--- src/rtl/fft_pkg.sv ---
// Shared definitions for the FFT frame sequencer: default sizes, state
// encoding and small state-decoding helpers.
package fft_pkg;

  localparam int N_LOG2_DEF  = 12;
  localparam int AD_W_DEF    = 10;
  localparam int ADDR_W_DEF  = 16;
  localparam int TMO_CYC_DEF = 65536;
  localparam int TMO_CNT_W   = 17;

  localparam logic [2:0] ST_IDLE    = 3'd0;
  localparam logic [2:0] ST_CAPT    = 3'd1;
  localparam logic [2:0] ST_CFG_FWD = 3'd2;
  localparam logic [2:0] ST_RUN_FWD = 3'd3;
  localparam logic [2:0] ST_CFG_INV = 3'd4;
  localparam logic [2:0] ST_RUN_INV = 3'd5;
  localparam logic [2:0] ST_PLAY    = 3'd6;
  localparam logic [2:0] ST_ERR     = 3'd7;

  function automatic logic st_busy(input logic [2:0] s);
    return (s != ST_IDLE) && (s != ST_ERR);
  endfunction

  function automatic logic st_run(input logic [2:0] s);
    return (s == ST_RUN_FWD) || (s == ST_RUN_INV);
  endfunction

  function automatic logic st_cfg(input logic [2:0] s);
    return (s == ST_CFG_FWD) || (s == ST_CFG_INV);
  endfunction

endpackage

--- src/rtl/fft_tmo_cnt.sv ---
// Clearable saturating wait counter; hit flags the cycle in which the
// TMO_CYC-th consecutive enabled cycle is being spent.
module fft_tmo_cnt
  import fft_pkg::*;
#(
  parameter int TMO_CYC = TMO_CYC_DEF,
  parameter int CNT_W   = TMO_CNT_W
) (
  input  logic clk,
  input  logic rst,
  input  logic clr,
  input  logic en,
  output logic hit
);

  localparam logic [CNT_W-1:0] HIT_AT = CNT_W'(TMO_CYC - 1);

  logic [CNT_W-1:0] cnt_reg;

  // cnt_reg holds the number of enabled cycles already completed
  always_ff @(posedge clk or posedge rst) begin
    if (rst) begin
      cnt_reg <= '0;
    end else if (clr) begin
      cnt_reg <= '0;
    end else if (en && (cnt_reg != '1)) begin
      cnt_reg <= cnt_reg + CNT_W'(1);
    end
  end

  assign hit = en && (cnt_reg >= HIT_AT);

endmodule

--- src/rtl/fft_frame_ctrl.sv ---
// Frame sequencer: capture N samples, run the FFT core forward then inverse,
// and stream the reconstructed frame to the playback buffer.
module fft_frame_ctrl
  import fft_pkg::*;
#(
  parameter int N_LOG2  = N_LOG2_DEF,
  parameter int AD_W    = AD_W_DEF,
  parameter int ADDR_W  = ADDR_W_DEF,
  parameter int TMO_CYC = TMO_CYC_DEF
) (
  input  logic              fft_clk,
  input  logic              sys_rst,
  input  logic              start,
  input  logic              abort,
  input  logic              cont_mode,
  input  logic [AD_W-1:0]   ad_data,
  input  logic [ADDR_W-1:0] ram_add_real,
  input  logic [ADDR_W-1:0] ram_add_img,
  output logic              cap_we,
  output logic [N_LOG2-1:0] cap_addr,
  output logic [AD_W-1:0]   cap_wdata,
  output logic              fft_cfg_valid,
  input  logic              fft_cfg_ready,
  output logic              fft_inv,
  output logic [ADDR_W-1:0] fft_base_real,
  output logic [ADDR_W-1:0] fft_base_img,
  input  logic              fft_done,
  output logic              play_en,
  output logic [N_LOG2-1:0] play_addr,
  output logic              busy,
  output logic              frame_done,
  output logic              err,
  output logic [2:0]        state
);

  localparam logic [N_LOG2-1:0] LAST = {N_LOG2{1'b1}};

  logic [2:0]        state_next;
  logic [N_LOG2-1:0] cap_cnt_reg;
  logic              tmo_clr;
  logic              tmo_en;
  logic              tmo_hit;

  assign tmo_en  = st_run(state);
  assign tmo_clr = st_run(state_next) && (state_next != state);

  fft_tmo_cnt #(
    .TMO_CYC (TMO_CYC),
    .CNT_W   (TMO_CNT_W)
  ) u_tmo (
    .clk (fft_clk),
    .rst (sys_rst),
    .clr (tmo_clr),
    .en  (tmo_en),
    .hit (tmo_hit)
  );

  // abort overrides every transition; done wins over a simultaneous timeout
  always_comb begin
    state_next = state;
    if (abort) begin
      state_next = ST_IDLE;
    end else begin
      case (state)
        ST_IDLE:    if (start) state_next = ST_CAPT;
        ST_CAPT:    if (cap_cnt_reg == LAST) state_next = ST_CFG_FWD;
        ST_CFG_FWD: if (fft_cfg_ready) state_next = ST_RUN_FWD;
        ST_RUN_FWD: begin
          if (fft_done)     state_next = ST_CFG_INV;
          else if (tmo_hit) state_next = ST_ERR;
        end
        ST_CFG_INV: if (fft_cfg_ready) state_next = ST_RUN_INV;
        ST_RUN_INV: begin
          if (fft_done)     state_next = ST_PLAY;
          else if (tmo_hit) state_next = ST_ERR;
        end
        ST_PLAY: begin
          if (play_addr == LAST) state_next = cont_mode ? ST_CAPT : ST_IDLE;
        end
        ST_ERR:     if (start) state_next = ST_IDLE;
        default:    state_next = ST_IDLE;
      endcase
    end
  end

  always_ff @(posedge fft_clk or posedge sys_rst) begin
    if (sys_rst) begin
      state         <= ST_IDLE;
      cap_cnt_reg   <= '0;
      cap_we        <= 1'b0;
      cap_addr      <= '0;
      cap_wdata     <= '0;
      fft_cfg_valid <= 1'b0;
      fft_inv       <= 1'b0;
      fft_base_real <= '0;
      fft_base_img  <= '0;
      play_en       <= 1'b0;
      play_addr     <= '0;
      busy          <= 1'b0;
      frame_done    <= 1'b0;
      err           <= 1'b0;
    end else begin
      state      <= state_next;
      busy       <= st_busy(state_next);
      cap_we     <= 1'b0;
      frame_done <= 1'b0;

      if (!abort) begin
        case (state)
          ST_IDLE: begin
            if (start) begin
              fft_base_real <= ram_add_real;
              fft_base_img  <= ram_add_img;
            end
          end
          // writes trail the state by one cycle so the sample is taken on the write edge
          ST_CAPT: begin
            cap_we      <= 1'b1;
            cap_addr    <= cap_cnt_reg;
            cap_wdata   <= ad_data;
            cap_cnt_reg <= cap_cnt_reg + N_LOG2'(1);
          end
          ST_PLAY: begin
            if (play_addr == LAST) frame_done <= 1'b1;
            else                   play_addr  <= play_addr + N_LOG2'(1);
          end
          ST_ERR: begin
            if (start) err <= 1'b0;
          end
          default: ;
        endcase
      end

      if ((state_next == ST_CAPT) && (state != ST_CAPT)) cap_cnt_reg <= '0;

      // handshake and playback strobes are aligned with the state itself
      fft_cfg_valid <= st_cfg(state_next);
      play_en       <= (state_next == ST_PLAY);
      if (state_next == ST_CFG_FWD) fft_inv <= 1'b0;
      if (state_next == ST_CFG_INV) fft_inv <= 1'b1;
      if ((state_next == ST_PLAY) && (state != ST_PLAY)) play_addr <= '0;
      if ((state_next == ST_ERR) && (state != ST_ERR))   err       <= 1'b1;
    end
  end

endmodule

--- config.mk ---
export PLATFORM = sky130hd
export DESIGN_NAME = fft_frame_ctrl
export DESIGN_NICKNAME = d
export VERILOG_FILES = /design/src/rtl/fft_pkg.sv /design/src/rtl/fft_tmo_cnt.sv /design/src/rtl/fft_frame_ctrl.sv
export SDC_FILE = /design/constraint.sdc
export NUM_CORES = 1
export LEC_CHECK = 0
export CAP_MARGIN = 20
export CORE_MARGIN = 2
export CORE_UTILIZATION = 47
export DETAILED_ROUTE_END_ITERATION = 8
export PLACE_DENSITY = 0.79
export SLEW_MARGIN = 20
export SYNTH_ARGS = -nofsm -noshare
export SYNTH_HDL_FRONTEND = slang
export SYNTH_SLANG_ARGS = --single-unit
export TNS_END_PERCENT = 100
--- constraint.sdc ---
create_clock -name fft_clk -period 3.6 [get_ports fft_clk]
set_input_delay 0.36 -clock fft_clk [delete_from_list [all_inputs] [get_ports fft_clk]]
set_output_delay 0.36 -clock fft_clk [all_outputs]
set_load 0.005 [all_outputs]
* After elaboration in Yosys (flattened, before gate mapping)
Index checks and enable logic that the tools add are counted.
Cells by class: reductions and logical operators 23, $lt $le $gt $ge 1, bitwise gates (word level) 1, add/subtract/negate cells 3, multiplexer cells 32, equality and inequality tests 26
Operator list (number):
- $mux W12 | 7
- $mux W17 | 2
- $mux W3 | 10
- $add A12 B1 Y12 const B | 2
- $eq A12 B12 Y1 const B | 2
- $eq A3 B3 Y1 const B | 8
- $pmux W3 S8 | 1
- $add A17 B1 Y17 const B | 1
- $ge A17 B16 Y1 const B | 1
- $ne A17 B17 Y1 const B | 1
- $eq A3 B2 Y1 const B | 4
- $mux W1 | 12
- $reduce_bool A2 Y1 | 6
- $ne A3 B3 Y1 const B | 3
- $reduce_and A3 Y1 | 3
- $ne A2 B1 Y1 const B | 4
- $logic_and A1 B1 Y1 | 7
- $eq A3 B1 Y1 const B | 2
- $reduce_and A2 Y1 | 2
- $logic_not A3 Y1 | 1
- $logic_or A1 B1 Y1 | 3
- $ne A3 B1 Y1 const B | 1
- $ne A3 B3 Y1 | 1
- $reduce_bool A3 Y1 | 1
- $not A1 Y1 | 1
Storage, ports and cells: bits in registers 105, input port bits 49

* Depth between registers and ports, before layout
depth in word-level cells 11, depth in mapped cells 12

* Modules after synthesis
From an unflattened synthesis, not the netlist that was laid out.
Second synthesis, totals: cell total of the unflattened synthesis 427, area, all modules 4916.0 µm²
Modules (own cells, without submodules):
- fft_frame_ctrl | instances 1, seq. area each 2202.1 µm², cells each 331, area each 4016.4 µm²
- fft_tmo_cnt | instances 1, seq. area each 425.4 µm², cells each 96, area each 899.6 µm²

* Worst setup path before layout
Ideal clock, no wire load.
kind flip-flop to flip-flop, from register u_tmo.cnt_reg[3], to register u_tmo.cnt_reg[0], clock period less this slack 2631 ps, path slack 969 ps, setup time 122 ps, stages on the path, launching flop included 13, data arrival time 2509 ps, cells stage by stage dfrtp_1 > nand4_2 > nor3_2 > nand3_1 > nor2_1 > ha_1 > o21ai_0 > a21oi_1 > a211oi_4 > a21oi_4 > nor4b_4 > buf_6 > nor3_2
Between the ends: cells in the longest elaborated chain, start to end 10, elaborated cells between the ends (all ways) 16
Ends and longest elaborated chain:
- from (decl) | line fft_tmo_cnt.sv:18 | logic [CNT_W-1:0] cnt_reg;
- from (signal assigned) | line fft_tmo_cnt.sv:27 | cnt_reg <= cnt_reg + CNT_W'(1);
- $ge A17 B16 Y1 * | line fft_tmo_cnt.sv:31 | assign hit = en && (cnt_reg >= HIT_AT);
- $logic_and A1 B1 Y1 * | line fft_tmo_cnt.sv:31
- $mux W3 * | line fft_frame_ctrl.sv:70, fft_frame_ctrl.sv:75
- $mux W3, on equally long branches | line fft_frame_ctrl.sv:74, fft_frame_ctrl.sv:69
- $pmux W3 S8 * | line fft_frame_ctrl.sv:64 | case (state)
- $mux W3 * | line fft_frame_ctrl.sv:61 | if (abort) begin
- net state_next[1] | line fft_frame_ctrl.sv:38 | logic [2:0] state_next;
- $eq A3 B2 Y1 / $eq A3 B3 Y1 (equally long branches) | line fft_pkg.sv:25 | return (s == ST_RUN_FWD) || (s == ST_RUN_INV);
- $logic_or A1 B1 Y1 | line fft_pkg.sv:25
- $logic_and A1 B1 Y1 * | line fft_frame_ctrl.sv:45 | assign tmo_clr = st_run(state_next) && (state_next != state);
- $mux W17 / $reduce_bool A2 Y1 (equally long branches)
Mark *: on every way through the listed nets, which the timed path passes. The rest lies on a longest branch. A chain may end at the register's enable or synchronous reset.

* Worst setup path in the final report
from register u_tmo.cnt_reg[3], to register u_tmo.cnt_reg[11]
Same word-level chain as after synthesis.

==> metrics.cfg <==
[floorplan]
core_area_um2=10300
pin_count=125
dieWidth_um=107
start_util_pct=48.3
std_cell_rows=37
die_area_um2=11400
fp.dieH_um=107

[cts]
cts_resized=0
cts_root_buf=clkbuf_8
numCtsBuffers=9
hold_buffers=0
h-tree-depth=3
cts.sinks=105
clockBufferDepth=2
cts.clk_slew.worst_paths_ps=100
cts_tree=yes
clk_latency_ps=370
cts_setup_buffers=0

[grt]
grt_pass1_vias=3619
grt_first_pass_wirelength_mm=17.9
antenna_found_initial=0
grt_start_max_net_pins=79
track_usage_pct=19.6
grt_remaining_overflow=0

[placed_design]
portBuffers=124
gp_congestion=0.844
hpwl_mm=8.01
place_inst=667
post-place-ws_ps=660

[power]
power_density_nw_per_um2=479
switching_share_pct=27.9
p_int_w=0.00226
cellLeakagePower_nw=2.76
pwr-share-comb_pct=27.8
switchingPower_w=0.000877
design_power_total_w=0.00314
ir_drop_uv=286
seqPwrFrac_pct=49.9
clkPwrFrac_pct=22.3

[synth]
ys_types=63
synthArstFlopShare_pct=100
synthesis.yosys.warnings=0
synth_edf_count=0
synth_cells=413
yosys_register_bits=105
yosysSeqAreaShare_pct=52.9
syn_area_um2=4970
syn_nets=467
avgSynthCellArea_um2=12.0
synth_flop_cell=dfrtp_1

[timing]
finalSetupViolCount=0
max_freq_ghz=0.336
relSlewSlack_pct=37.7
fin_ws_ps=626
grt_setup_unrepaired=no
period_share_pct=82.6
drv_slew=0
period_minus_slack_ps=2970
hold_violations=0
skew_ps=13.7
worst_pin_slew_ps=935
setup_tns_ps=0

[worst_setup_path]
critical_path.max_stage_delay_ps=450
path_cells=nand4_2, nor3_2, nand3_1, nor2_1, ha_1, o21ai_0, a21oi_1, a211oi_4, a21oi_4, nor4b_4, buf_4, nor3_1
crit_family=simple AND/OR/NAND/NOR gates
worstPathRequired_ps=3840
start_kind=flip-flop
end_kind=flip-flop
crit_slowest_cell=dfrtp_1
path_class=flip-flop to flip-flop
path_buf_inv=1
cp_max_fo=17
worstPathArrival_ps=3220

[layout]
layout-drive-gt1-share_pct=21.2
fin_cells=683
final_cell_mix=124 x clkdlybuf4s50_1, 105 x dfrtp_1, 56 x mux2_2, 38 x nor2_1, 22 x xor2_1
largest_register_ffs=17
mostFrequentLayoutCell=clkdlybuf4s50_1
fin_nets=596
nFillCells=842
antennaDiodeCount=0
syn_to_final_growth_pct=32.0

[detailed_routing]
wl_per_cell_um=16.1
vias=3648
post-route-drc-count=0
ant_nets=0
wl_mm=11.0
drt_pass1_iterations=4
drt-initial-drc-count=246
viasPerCell=5.34

[worst_hold_path]
holdCritPathClass=flip-flop to flip-flop

[run]
cap_violations=0

[status]
outcome=complete, no violations

[Yosys cell counts (3+ instances only)]
master	count	share of area (%)
nand2_1	21	1.6
nor4_1	3	0.38
a21oi_1	9	0.91
nor3_2	11	2.2
ha_1	5	1.3
buf_2	6	0.60
nand3_1	20	2.0
nand4_1	13	1.6
nor3_1	12	1.2
xor2_1	22	3.9
inv_1	10	0.76
nor2_1	38	2.9
a211oi_1	3	0.45
dfrtp_1	105	53
clkbuf_1	3	0.23
xnor2_1	12	2.1
and3_1	5	0.63
mux2_2	56	13
o21ai_0	4	0.40
[through the flow]
step | hold WS [ps] | utilization [%] | area [um2]
final | 511 | 63.8 | 6560
after global routing | 522 | 63.8 | 6560
after CTS | 515 | 63.8 | 6560
after detailed placement | 491 | 62.0 | 6370
after global placement | 485 | 62.0 | 6370
after floorplan | 439 | - | 4970
[metal layers]
metal / routed length [um] / up-vias / GRT usage (%)
li1: - / 1730 / -
met3: 502 / 6 / 3.83
met4: 76 / 0 / 3.90
met2: 5630 / 94 / 33.4
met5: 0 / - / 0
met1: 4760 / 1818 / 26.2
[cell type report]
cell class	instances	area (um2)	share of cell area [%]
Sequential cell	105	2630	40.1
Multi-Input combinational cell	282	2220	33.9
Timing Repair Buffer	132	1300	19.8
Tap cell	136	170	2.59
Clock buffer	10	138	2.10
Clock inverter	6	50.0	0.763
Inverter	12	47.5	0.725
[worst paths after layout]
check / startpoint / to / slack, ps / cells after the start
worst max-delay path: u_tmo.cnt_reg[3] / u_tmo.cnt_reg[11] / 630 / 12
worst min-delay path: fft_base_img[7] / fft_base_img[7] / 510 / 1
worst max register to register: u_tmo.cnt_reg[3] / u_tmo.cnt_reg[11] / 630 / 12
worst min register to register: fft_base_img[7] / fft_base_img[7] / 510 / 1
max in group asynchronous: sys_rst / fft_base_img[11] / 2240 / 3
min in group asynchronous: sys_rst / cap_wdata[6] / 550 / 2
[cell families after synthesis]
group                      count (synthesis)  share of synthesized area [%]
and+or+nand+nor                          147                           17.6
DFF                                      105                           52.9
muxes                                     58                           13.1
AOI/OAI and AO/OA                         37                           6.52
xor gates and xnor gates                  34                           5.99
buffers and inverters                     26                           2.49
adders and majority gates                  6                           1.46
[power groups by stage]
stage / clock (W) / sequential (W) / combinational, W
5_1_grt: 0.000772 / 0.00160 / 0.000947
4_1_cts: 0.000721 / 0.00157 / 0.000888
2_1_floorplan: 0 / 0.00158 / 0.000362
6_report: 0.000700 / 0.00157 / 0.000873
3_3_place_gp: 0 / 0.00158 / 0.000861
3_5_place_dp: 0 / 0.00159 / 0.000884
Note: power is estimated with default switching activity, not from simulation.
